File: config.mk
export PLATFORM = sky130hd
export DESIGN_NAME = lfsr_seq_ctrl_flat
export DESIGN_NICKNAME = d
export VERILOG_FILES = /design/src/rtl/lfsr_seq_ctrl_if.sv /design/src/rtl/lfsr_seq_ctrl.sv /design/src/flat_wrapper.sv
export SDC_FILE = /design/constraint.sdc
export NUM_CORES = 1
export LEC_CHECK = 0
export CORE_MARGIN = 2
export CORE_UTILIZATION = 40
export CTS_CLUSTER_DIAMETER = 30
export DETAILED_ROUTE_END_ITERATION = 8
export SLEW_MARGIN = 0
export SYNTH_ARGS = -nofsm -noshare
export SYNTH_HDL_FRONTEND = slang
export SYNTH_SLANG_ARGS = --single-unit
export TNS_END_PERCENT = 30
File: constraint.sdc
create_clock -name clk -period 3.85 [get_ports clk]
set_input_delay 0.77 -clock clk [delete_from_list [all_inputs] [get_ports clk]]
set_output_delay 0.77 -clock clk [all_outputs]
set_load 0.05 [all_outputs]
File: src/rtl/lfsr_seq_ctrl_if.sv
// -----------------------------------------------------------------------------
// lfsr_seq_ctrl_if
// Command and status bundle for the lfsr_seq_ctrl sequencer.
//   cmd_valid/cmd_ready/cmd_op/cmd_data : valid/ready command channel (host -> ctrl)
//   q, busy, done, period, period_valid, err : status reported by the controller
// master : host / test controller side
// slave  : sequencer side
// -----------------------------------------------------------------------------
interface lfsr_seq_ctrl_if #(
  parameter int CNT_W = 8
);
  logic             cmd_valid;
  logic             cmd_ready;
  logic [1:0]       cmd_op;
  logic [CNT_W-1:0] cmd_data;
  logic [5:0]       q;
  logic             busy;
  logic             done;
  logic [5:0]       period;
  logic             period_valid;
  logic             err;

  modport master (
    output cmd_valid, cmd_op, cmd_data,
    input  cmd_ready, q, busy, done, period, period_valid, err
  );

  modport slave (
    input  cmd_valid, cmd_op, cmd_data,
    output cmd_ready, q, busy, done, period, period_valid, err
  );
endinterface

File: src/rtl/lfsr_seq_ctrl.sv
// -----------------------------------------------------------------------------
// lfsr_seq_ctrl
// Command-driven sequencer around a 6-bit Galois LFSR. Operations:
//   LOAD (00) seed, STEP (01) one advance, RUN (10) N advances,
//   MEASURE (11) count advances until the state returns to its start value.
// Ports:
//   clk   : clock, rising edge
//   rst_b : asynchronous active-low reset
//   bus   : lfsr_seq_ctrl_if slave modport (command channel + status)
// -----------------------------------------------------------------------------
module lfsr_seq_ctrl #(
  parameter logic [5:0] TAPS     = 6'b001000,
  parameter logic [5:0] SEED_RST = 6'h3F,
  parameter int         CNT_W    = 8
) (
  input  logic              clk,
  input  logic              rst_b,
  lfsr_seq_ctrl_if.slave    bus
);

  typedef enum logic [1:0] {
    ST_IDLE = 2'd0,
    ST_RUN  = 2'd1,
    ST_MEAS = 2'd2
  } state_t;

  localparam logic [1:0] OP_LOAD = 2'b00;
  localparam logic [1:0] OP_STEP = 2'b01;
  localparam logic [1:0] OP_RUN  = 2'b10;
  localparam logic [1:0] OP_MEAS = 2'b11;

  // A 6-bit LFSR cannot revisit its start state later than 63 advances;
  // reaching the 63rd advance without a match means the measurement failed.
  localparam logic [5:0] PCNT_LAST = 6'd62;

  state_t           state_q, state_d;
  logic [5:0]       q_q, q_d;
  logic [CNT_W-1:0] cnt_q, cnt_d;
  logic [5:0]       meas_ref_q, meas_ref_d;
  logic [5:0]       pcnt_q, pcnt_d;
  logic [5:0]       period_q, period_d;
  logic             period_valid_q, period_valid_d;
  logic             err_q, err_d;
  logic             done_q, done_d;

  logic [5:0]       q_adv;
  logic             accept;

  // One Galois advance: the msb is fed back into bit 0 and into every
  // tapped position; bit 0 of TAPS has no effect.
  assign q_adv[0] = q_q[5];
  generate
    for (genvar gi = 1; gi < 6; gi++) begin : g_adv
      assign q_adv[gi] = q_q[gi-1] ^ (TAPS[gi] & q_q[5]);
    end
  endgenerate

  assign accept = bus.cmd_valid && (state_q == ST_IDLE);

  always_comb begin
    state_d        = state_q;
    q_d            = q_q;
    cnt_d          = cnt_q;
    meas_ref_d     = meas_ref_q;
    pcnt_d         = pcnt_q;
    period_d       = period_q;
    period_valid_d = period_valid_q;
    err_d          = err_q;
    done_d         = 1'b0;

    case (state_q)
      ST_IDLE: begin
        if (accept) begin
          err_d = 1'b0;
          case (bus.cmd_op)
            OP_LOAD: begin
              // An all-zero seed would lock the register up, so refuse it.
              if (bus.cmd_data[5:0] == 6'd0) begin
                err_d = 1'b1;
              end else begin
                q_d = bus.cmd_data[5:0];
              end
              period_valid_d = 1'b0;
              done_d         = 1'b1;
            end
            OP_STEP: begin
              cnt_d   = CNT_W'(1);
              state_d = ST_RUN;
            end
            OP_RUN: begin
              if (bus.cmd_data == '0) begin
                done_d = 1'b1;
              end else begin
                cnt_d   = bus.cmd_data;
                state_d = ST_RUN;
              end
            end
            default: begin // OP_MEAS
              meas_ref_d     = q_q;
              pcnt_d         = 6'd0;
              period_valid_d = 1'b0;
              state_d        = ST_MEAS;
            end
          endcase
        end
      end

      ST_RUN: begin
        q_d   = q_adv;
        cnt_d = cnt_q - CNT_W'(1);
        if (cnt_q == CNT_W'(1)) begin
          state_d = ST_IDLE;
          done_d  = 1'b1;
        end
      end

      ST_MEAS: begin
        q_d    = q_adv;
        pcnt_d = pcnt_q + 6'd1;
        // Compare the value about to be loaded, so q lands back on the
        // reference at the completing edge.
        if (q_adv == meas_ref_q) begin
          period_d       = pcnt_q + 6'd1;
          period_valid_d = 1'b1;
          state_d        = ST_IDLE;
          done_d         = 1'b1;
        end else if (pcnt_q == PCNT_LAST) begin
          err_d          = 1'b1;
          period_valid_d = 1'b0;
          state_d        = ST_IDLE;
          done_d         = 1'b1;
        end
      end

      default: begin
        state_d = ST_IDLE;
      end
    endcase
  end

  always_ff @(posedge clk or negedge rst_b) begin
    if (!rst_b) begin
      state_q        <= ST_IDLE;
      q_q            <= SEED_RST;
      cnt_q          <= '0;
      meas_ref_q     <= 6'd0;
      pcnt_q         <= 6'd0;
      period_q       <= 6'd0;
      period_valid_q <= 1'b0;
      err_q          <= 1'b0;
      done_q         <= 1'b0;
    end else begin
      state_q        <= state_d;
      q_q            <= q_d;
      cnt_q          <= cnt_d;
      meas_ref_q     <= meas_ref_d;
      pcnt_q         <= pcnt_d;
      period_q       <= period_d;
      period_valid_q <= period_valid_d;
      err_q          <= err_d;
      done_q         <= done_d;
    end
  end

  assign bus.cmd_ready    = (state_q == ST_IDLE);
  assign bus.busy         = (state_q != ST_IDLE);
  assign bus.q            = q_q;
  assign bus.done         = done_q;
  assign bus.period       = period_q;
  assign bus.period_valid = period_valid_q;
  assign bus.err          = err_q;

endmodule

File: src/flat_wrapper.sv
// flat-port wrapper written by rule: the top's interface ports become plain ports
module lfsr_seq_ctrl_flat 
#(
  parameter logic [5:0] TAPS     = 6'b001000,
  parameter logic [5:0] SEED_RST = 6'h3F,
  parameter int         CNT_W    = 8
)
  (clk, rst_b, bus_cmd_valid, bus_cmd_op, bus_cmd_data, bus_cmd_ready, bus_q, bus_busy, bus_done, bus_period, bus_period_valid, bus_err);
  lfsr_seq_ctrl_if #(.CNT_W(CNT_W)) bus_i ();
  input  logic clk;
  input  logic rst_b;
  input wire logic [$bits(bus_i.cmd_valid)-1:0] bus_cmd_valid;
  input wire logic [$bits(bus_i.cmd_op)-1:0] bus_cmd_op;
  input wire logic [$bits(bus_i.cmd_data)-1:0] bus_cmd_data;
  output wire logic [$bits(bus_i.cmd_ready)-1:0] bus_cmd_ready;
  output wire logic [$bits(bus_i.q)-1:0] bus_q;
  output wire logic [$bits(bus_i.busy)-1:0] bus_busy;
  output wire logic [$bits(bus_i.done)-1:0] bus_done;
  output wire logic [$bits(bus_i.period)-1:0] bus_period;
  output wire logic [$bits(bus_i.period_valid)-1:0] bus_period_valid;
  output wire logic [$bits(bus_i.err)-1:0] bus_err;
  assign bus_i.cmd_valid = bus_cmd_valid;
  assign bus_i.cmd_op = bus_cmd_op;
  assign bus_i.cmd_data = bus_cmd_data;
  assign bus_cmd_ready = bus_i.cmd_ready;
  assign bus_q = bus_i.q;
  assign bus_busy = bus_i.busy;
  assign bus_done = bus_i.done;
  assign bus_period = bus_i.period;
  assign bus_period_valid = bus_i.period_valid;
  assign bus_err = bus_i.err;
  lfsr_seq_ctrl #(.TAPS(TAPS), .SEED_RST(SEED_RST), .CNT_W(CNT_W)) u_core (.clk(clk), .rst_b(rst_b), .bus(bus_i));
endmodule
# Yosys cells after proc, flatten, opt, wreduce, memory -nomap -nowiden
# Cells that the tools add are included.
[totals] mem_count=0 romBits=0 wordCells=88 ff_bits=37 input_bits=13 latchBits=0 ramBits=0 output_inout_bits=17
[op_classes] bitwise_logic=2 n_reduce_logical=20 magnitude_cmp=0 div_mod_pow=0 mul=0 n_eq_ne=19 shifts=0 addsub=2 n_mux=36
[ops] op="$pmux 8 s2" n=2
[ops] op="$mux 6" n=5
[ops] op="$pmux 6 s2" n=2
[ops] op="$mux 8" n=2
[ops] op="$reduce_and 4->1" n=4
[ops] op="$mux 1" n=14
[ops] op="$pmux 2 s3" n=2
[ops] op="$mux 2" n=5
[ops] op="$ne 2x2->1 const B" n=5
[ops] op="$eq 8x1->1 const B" n=1
[ops] op="$logic_not 8->1" n=1
[ops] op="$ne 2x1->1 const B" n=4
[ops] op="$reduce_bool 2->1" n=4
[ops] op="$sub 8x1->8 const B" n=1
[ops] op="$add 6x1->6 const B" n=1
[ops] op="$eq 6x6->1" n=1
[ops] op="$eq 6x6->1 const B" n=1
[ops] op="$logic_not 6->1" n=1
[ops] op="$ne 3x1->1 const B" n=2
[ops] op="$pmux 1 s2" n=3
[ops] op="$reduce_and 3->1" n=2
[ops] op="$reduce_and 5->1" n=1
[ops] op="$eq 2x1->1 const B" n=2
[ops] op="$eq 2x2->1 const B" n=2
[ops] op="other kinds (9)" n=11

# Logic depth before layout (Yosys ltp)
# Gate-level depths: netlist of run 1.
[logic_depth] word_depth=5 ltp_mapped=8 ltp_nobuf=7

# Worst setup path before layout of run 1
# No wires, ideal clock.
[synth_timing] path_type="register to output" startpoint="register u_core.state_q[0]" endpoint="output bus_busy" stages_incl_launch_ff=5 required_time_ns=3.080 setup_slack_ns=1.619 path_buffers=1 arrival_time_ns=1.461 path_cell_list="dfrtp_1 > inv_1 > ha_1 > buf_2 > inv_1"
[synth_via] elab_chain_cells=1
[synth_rtl] element="start, declared" line="lfsr_seq_ctrl.sv:36" text="state_t state_q, state_d;"
[synth_rtl] element="start signal, assigned" line="lfsr_seq_ctrl.sv:153" text="state_q <= state_d;"
[synth_rtl] element="$reduce_bool 2->1" line="lfsr_seq_ctrl.sv:166" text="assign bus.busy = (state_q != ST_IDLE);"
[synth_rtl] element="end, declared" line="flat_wrapper.sv:17" text="output wire logic [$bits(bus_i.busy)-1:0] bus_busy;"
# Every way passes these cells.

# Worst setup path after layout of run 1
[layout_timing] startpoint="register u_core.state_q[0]" endpoint="output bus_cmd_ready"
[layout_via] elab_chain_cells=1
[layout_rtl] element="$logic_not 2->1" line="lfsr_seq_ctrl.sv:165" text="assign bus.cmd_ready = (state_q == ST_IDLE);"
[layout_rtl] element="end, declared" line="flat_wrapper.sv:15" text="output wire logic [$bits(bus_i.cmd_ready)-1:0] bus_cmd_ready;"
# Every way passes these cells.

==> flow_summary.yaml, run 1 <==
global_route:
  top_usage_layer: "met2"
  use_met2: 0.272
  globalRouteMet3Util: 0.0365
  grt_pass1_vias: 1638
  grt_overflow: 0
  grt_pass1_wl_um: 7730
  antenna_found_initial: 0
  grt_max_degree: 38
  track_usage: 0.163
  grt_util_met1: 0.214
pwr:
  power.internal_w: 0.00114
  p_sw_w: 0.000990
  clkPwrFrac: 0.123
  p_leak_nw: 1.10
  p_per_area_mw_per_mm2: 836
  swShare: 0.465
  power_w: 0.00213
  vdd_ir_drop_max_mv: 0.454
  combPwrFrac: 0.544
  power_frac_seq: 0.334
setup_path:
  reg2reg_depth: 6
  worst-path-buf-inv: 2
  crit_type: "flop to output pin"
  worstPathRequired_ns: 3.08
  critPathMaxFanout: 10
  endpoint_kind: "output pin"
  worstPathArrival_ns: 2.13
  cp_top_family: "buffers and inverters"
  cp_slowest_stage_delay_ns: 0.89
  rr_startpoint: "u_core.state_q[1]$_DFFE_PN0P_"
  r2r_setup_slack_ns: 1.64
  cp_cell_sequence: "inv_1 -> ha_1 -> clkdlybuf4s50_1"
  timing.rr.end: "u_core.cnt_q[1]$_DFFE_PN0P_"
  cpMaxStageDelayCell: "clkdlybuf4s50_1"
  crit_path_start_kind: "flop"
synth:
  syn_area_per_cell_um2: 9.76
  synth.area.mux_share: 0.0853
  yosys.area_share.simple: 0.150
  synth_cells: 218
  synth-xor-area-share: 0.0412
  synth_compound_area_frac: 0.172
  synth_ff_type: "dfrtp_1"
  synthArstFlopShare: 1.00
  synth_edf_count: 0
  synth_top_area_share: 0.365
  synthAdderAreaFrac: 0.0706
  synth.most_common_cell: "dfrtp_1"
  netlist_top_cells_count: "dfrtp_1, nor2_1, nand2_1"
  synth_warnings: 0
  synth-seq-area-share: 0.439
  ys_seq_elements: 37
  yosysUniqueCellTypes: 45
  synth_top_family_by_area: "compound AO/OA/AOI/OAI gates"
  netlist_area_mm2: 0.00213
  synth_area_leaders: "dfrtp_1, dfstp_2, ha_1"
  yosysTopAreaCell: "dfrtp_1"
  synthesis.nets: 243
placed_design:
  dpl_cell_area_mm2: 0.00246
  dp_hpwl_um: 3290
  routabilityCongestion: 0.771
  port_buffers: 29
layout:
  final_area_mm2: 0.00255
  finalCoreUtilization: 0.499
  area_delta_synth_final_pct: 19.7
  layout.nets: 271
  n_antenna_cell: 0
  drive_above_1_share: 0.109
route:
  viasPerCell: 5.06
  firstDrtPassIters: 4
  wire_per_inst_um: 14.1
  vias: 1603
  routed_wl_um: 4480
  drt_iter0_drc: 70
  drc: 0
  final_antenna_net_count: 0
clock_network:
  cts_max_level: 2
  clock_latency_ns: 0.29
  cts_sinks: 37
  cts_buffer_depth: 2
  clkTransAtPathRegs_ns: 0.08
  cts-root-buf: "clkbuf_8"
  numCtsBuffers: 5
  cts.repair.resized: 0
  post_cts_buffers: 0
  ctsHoldBuffers: 0
  cts_tree: "done"
sta:
  setup_viol: 0
  finClkSkew_ns: 0.00777
  fin_hold_ws_ns: 0.491
  hold_viol_final: 0
  rsz0062_at_grt: "false"
  max_freq_mhz: 345
  finalMaxSlewViolations: 0
  tightestPinTransition_ns: 0.842
  relSlewSlack: 0.439
  min_period_ns: 2.90
  tns_ns: 0
  finalCritPeriodShare: 0.753
die:
  start_util: 0.416
  ios: 30
  dieArea_mm2: 0.00592
  num_rows: 26
  fp.dieH_um: 76.9
  die_w_um: 76.9
  core_mm2: 0.00511
flow_run:
  drv_cap: 0
min_path:
  whs_path_depth: 1
  holdPathEnd: "u_core.bus.period[0]$_DFFE_PN0P_"
  hold_class: "flop to flop"
  min_from: "u_core.bus.period[0]$_DFFE_PN0P_"
outcome:
  status: "finished, final reports clean"
==> through the flow <==
step | worst slack [ns] | cells
2_1_floorplan | 1.62 | 218
3_3_place_gp | 1.10 | 309
3_5_place_dp | 1.07 | 309
4_1_cts | 0.938 | 317
5_1_grt | 0.850 | 317
6_report | 0.950 | 317
==> cell usage in the layout (no fill, tap or decap), drive strengths merged, types with 2 or more instances in the layout <==
| cell type | instances |
|---|---|
| a21oi | 15 |
| a221oi | 2 |
| a31oi | 5 |
| a32oi | 3 |
| and2 | 3 |
| and3 | 2 |
| and4 | 2 |
| clkbuf | 6 |
| clkdlybuf4s50 | 28 |
| clkinv | 3 |
| dfrtp | 31 |
| dfstp | 6 |
| ha | 12 |
| inv | 13 |
| mux2 | 9 |
| mux2i | 8 |
| nand2 | 17 |
| nand2b | 6 |
| nand3 | 6 |
| nor2 | 23 |
| nor2b | 2 |
| nor3 | 2 |
| nor4 | 3 |
| o21ai | 15 |
| o22ai | 2 |
| o31ai | 2 |
| o32a | 2 |
| xor2 | 9 |
==> metal layers <==
metal	share of wire	up-vias
li1	-	818
met1	0.48	754
met2	0.47	27
met3	0.038	4
met4	0.0085	0
met5	0	-
==> state kept, by name, summed over array words and instances (netlist names), 2 cells and up <==
signal / flops
u_core.cnt_q: 8
u_core.state_q: 2
u_core.bus.q: 6
u_core.bus.period: 6
u_core.meas_ref_q: 6
u_core.pcnt_q: 6
==> cells by family after synthesis <==
kind of cell | Yosys count
fa+ha+maj | 12
flops | 37
simple gates | 66
compound gates | 54
xor+xnor | 10
buf+inv | 22
mux | 17
==> worst max-delay path by stage <==
stage | cells past startpoint | start | endpoint
global placement | 7 | bus_cmd_op[0] | u_core.cnt_q[1]$_DFFE_PN0P_
finish | 3 | u_core.state_q[0]$_DFFE_PN0P_ | bus_cmd_ready
floorplan | 4 | u_core.state_q[0]$_DFFE_PN0P_ | bus_busy
global route | 3 | u_core.state_q[0]$_DFFE_PN0P_ | bus_cmd_ready
CTS | 3 | u_core.state_q[0]$_DFFE_PN0P_ | bus_cmd_ready
detailed placement | 7 | bus_cmd_op[0] | u_core.cnt_q[1]$_DFFE_PN0P_
==> layout make-up <==
class / instances / area [µm²]
clock buffer: 6 / 72.6
clock inverter: 2 / 10.0
fill: 532 / 2560
inverter: 14 / 52.6
multi-input combinational: 159 / 1100
sequential: 37 / 933
tap: 70 / 87.6
timing repair buffer: 29 / 285
==> power by group through the flow <==
stage                     clock network (W)  logic (W)  registers, W
final                              0.000261    0.00116      0.000710
after detailed placement                  0    0.00116      0.000717
after global routing               0.000292    0.00126      0.000735
after global placement                    0    0.00116      0.000714
after floorplan                           0   0.000648      0.000915
after CTS                          0.000272    0.00117      0.000710
No activity file was read; power rests on OpenSTA's default activity.
==> run 2, diff against run 1 <==
==> constraint.sdc (replaced) <==
create_clock -name clk -period 2.8 [get_ports clk]
set_input_delay 0.56 -clock clk [delete_from_list [all_inputs] [get_ports clk]]
set_output_delay 0.56 -clock clk [all_outputs]
set_load 0.05 [all_outputs]
==> flow_summary.yaml, run 2 (same netlist as run 1, synthesis figures left out) <==
layout:
  largest_reg_flops: 8
  most-common-layout-cells: "dfrtp_1, clkdlybuf4s50_1, nor2_1"
  n_antenna_cell: 0
  seq_area_um2: 933
  finalCoreUtilization: 0.507
  layout.nets: 274
  stdcell_count: 320
  final_common_cell: "dfrtp_1"
  area_delta_synth_final_pct: 21.6
  nFillCells: 520
  multi_input_area_mm2: 0.00110
  regMostFlops: "u_core.cnt_q"
  drive_above_1_share: 0.124
sta:
  tightestPinTransition_ns: 0.819
  hold_viol_final: 0
  tns_ns: 0
  setup_viol: 0
  rsz0062_at_grt: "false"
  relSlewSlack: 0.454
  fin_hold_ws_ns: 0.357
  finalMaxSlewViolations: 0
  finalCritPeriodShare: 0.884
  max_freq_mhz: 404
  finClkSkew_ns: 0.00708
  min_period_ns: 2.47
setup_path:
  startpoint: "u_core.state_q[0]$_DFFE_PN0P_"
  endpoint_kind: "output pin"
  worst-path-buf-inv: 3
  cp_slowest_stage_delay_ns: 0.81
  worstPathArrival_ns: 1.91
  cp_common_cell: "inv_1"
  critPathMaxFanout: 3
  crit_path_start_kind: "flop"
  worstPathRequired_ns: 2.24
  cp_cell_sequence: "inv_1 -> ha_1 -> inv_1 -> clkdlybuf4s50_1"
  cp_top_family: "buffers and inverters"
  rr_startpoint: "u_core.bus.q[5]$_DFFE_PN1P_"
  crit_type: "flop to output pin"
  cpMaxStageDelayCell: "clkdlybuf4s50_1"
route:
  viasPerCell: 5.01
  vias: 1603
  final_antenna_net_count: 0
  firstDrtPassIters: 4
  drc: 0
  drt_iter0_drc: 71
  wire_per_inst_um: 14.2
  routed_wl_um: 4540
pwr:
  vdd_ir_drop_max_mv: 0.608
  p_per_area_mw_per_mm2: 1160
  p_leak_nw: 1.12
  power_w: 0.00301
global_route:
  grt_overflow: 0
  track_usage: 0.166
  grt_pass1_wl_um: 7800
  grt_max_degree: 38
  antenna_found_initial: 0
  grt_pass1_vias: 1618
die:
  num_rows: 26
  fp.dieH_um: 76.9
  dieArea_mm2: 0.00592
  core_mm2: 0.00511
  ios: 30
  die_w_um: 76.9
  start_util: 0.416
clock_network:
  clkTransAtPathRegs_ns: 0.07
  cts-root-buf: "clkbuf_8"
  cts_tree: "done"
  numCtsBuffers: 5
  post_cts_buffers: 0
  cts_sinks: 37
  clock_latency_ns: 0.29
  cts.repair.resized: 0
  ctsHoldBuffers: 0
  cts_buffer_depth: 2
  cts_max_level: 2
min_path:
  hold_class: "primary input to asynchronous set/reset pin"
placed_design:
  routabilityCongestion: 0.767
  port_buffers: 29
  placedCellCount: 312
  dp_hpwl_um: 3410
outcome:
  status: "finished, final reports clean"
flow_run:
  drv_cap: 0
## run 2: path summary, 6_finish.rpt
path / slack, ns / endpoint / cells after the start
setup / recovery: 0.33 / bus_busy / 4
hold / removal: 0.36 / u_core.meas_ref_q[1]$_DFFE_PN0P_ / 1
setup reg to reg: 0.77 / u_core.bus.period[5]$_DFFE_PN0P_ / 4
hold reg to reg: 0.49 / u_core.bus.period[5]$_DFFE_PN0P_ / 1
max in group asynchronous: 1.93 / u_core.bus.period[4]$_DFFE_PN0P_ / 1
min in group clk: 0.49 / u_core.bus.period[5]$_DFFE_PN0P_ / 1
## run 2: metrics by stage
| stage | area, µm² | worst slack, ns |
|---|---|---|
| global placement | 2490 | 0.263 |
| CTS | 2590 | 0.290 |
| detailed placement | 2490 | 0.221 |
| floorplan | 2130 | 0.586 |
| finish | 2590 | 0.325 |
| global route | 2590 | 0.228 |
## run 2: worst register-to-register path, cell delays in order, from the launching register on
cell	delay (ns)
dfstp_2	0.61
xnor2_1	0.19
xor2_1	0.22
and4_1	0.54
mux2_1	0.37
## run 2: routing by layer
| metal | routed length [µm] | GRT usage | part of all wire | vias to the layer above |
|---|---|---|---|---|
| met1 | 2210 | 0.225 | 0.49 | 740 |
| met5 | 0 | 0 | 0 | - |
| met3 | 161 | 0.0365 | 0.035 | 7 |
| met4 | 56 | 0.0436 | 0.012 | 0 |
| met2 | 2110 | 0.268 | 0.47 | 27 |
| li1 | - | - | - | 829 |
## run 2: layout make-up
| type | count | area share |
|---|---|---|
| Sequential cell | 37 | 0.361 |
| Clock inverter | 1 | 0.00193 |
| Tap cell | 70 | 0.0338 |
| Timing Repair Buffer | 32 | 0.119 |
| Clock buffer | 7 | 0.0372 |
| Multi-Input combinational cell | 159 | 0.427 |
| Inverter | 14 | 0.0203 |
## run 2: power by group
part	leakage [nW]	internal (W)	switching, W
Clock	0.0542	0.000222	0.000192
Combinational	0.603	0.000634	0.000987
Sequential	0.465	0.000779	0.000191
==> run 3, diff against run 2 <==
--- a/config.mk
+++ b/config.mk
@@ -7,7 +7,7 @@
 export LEC_CHECK = 0
 export CORE_MARGIN = 2
 export CORE_UTILIZATION = 40
-export CTS_CLUSTER_DIAMETER = 30
+export CTS_CLUSTER_DIAMETER = 200
 export DETAILED_ROUTE_END_ITERATION = 8
 export SLEW_MARGIN = 0
 export SYNTH_ARGS = -nofsm -noshare
==> results of run 3 <==
Final layout, timing and power as in run 2 (identical DEF).
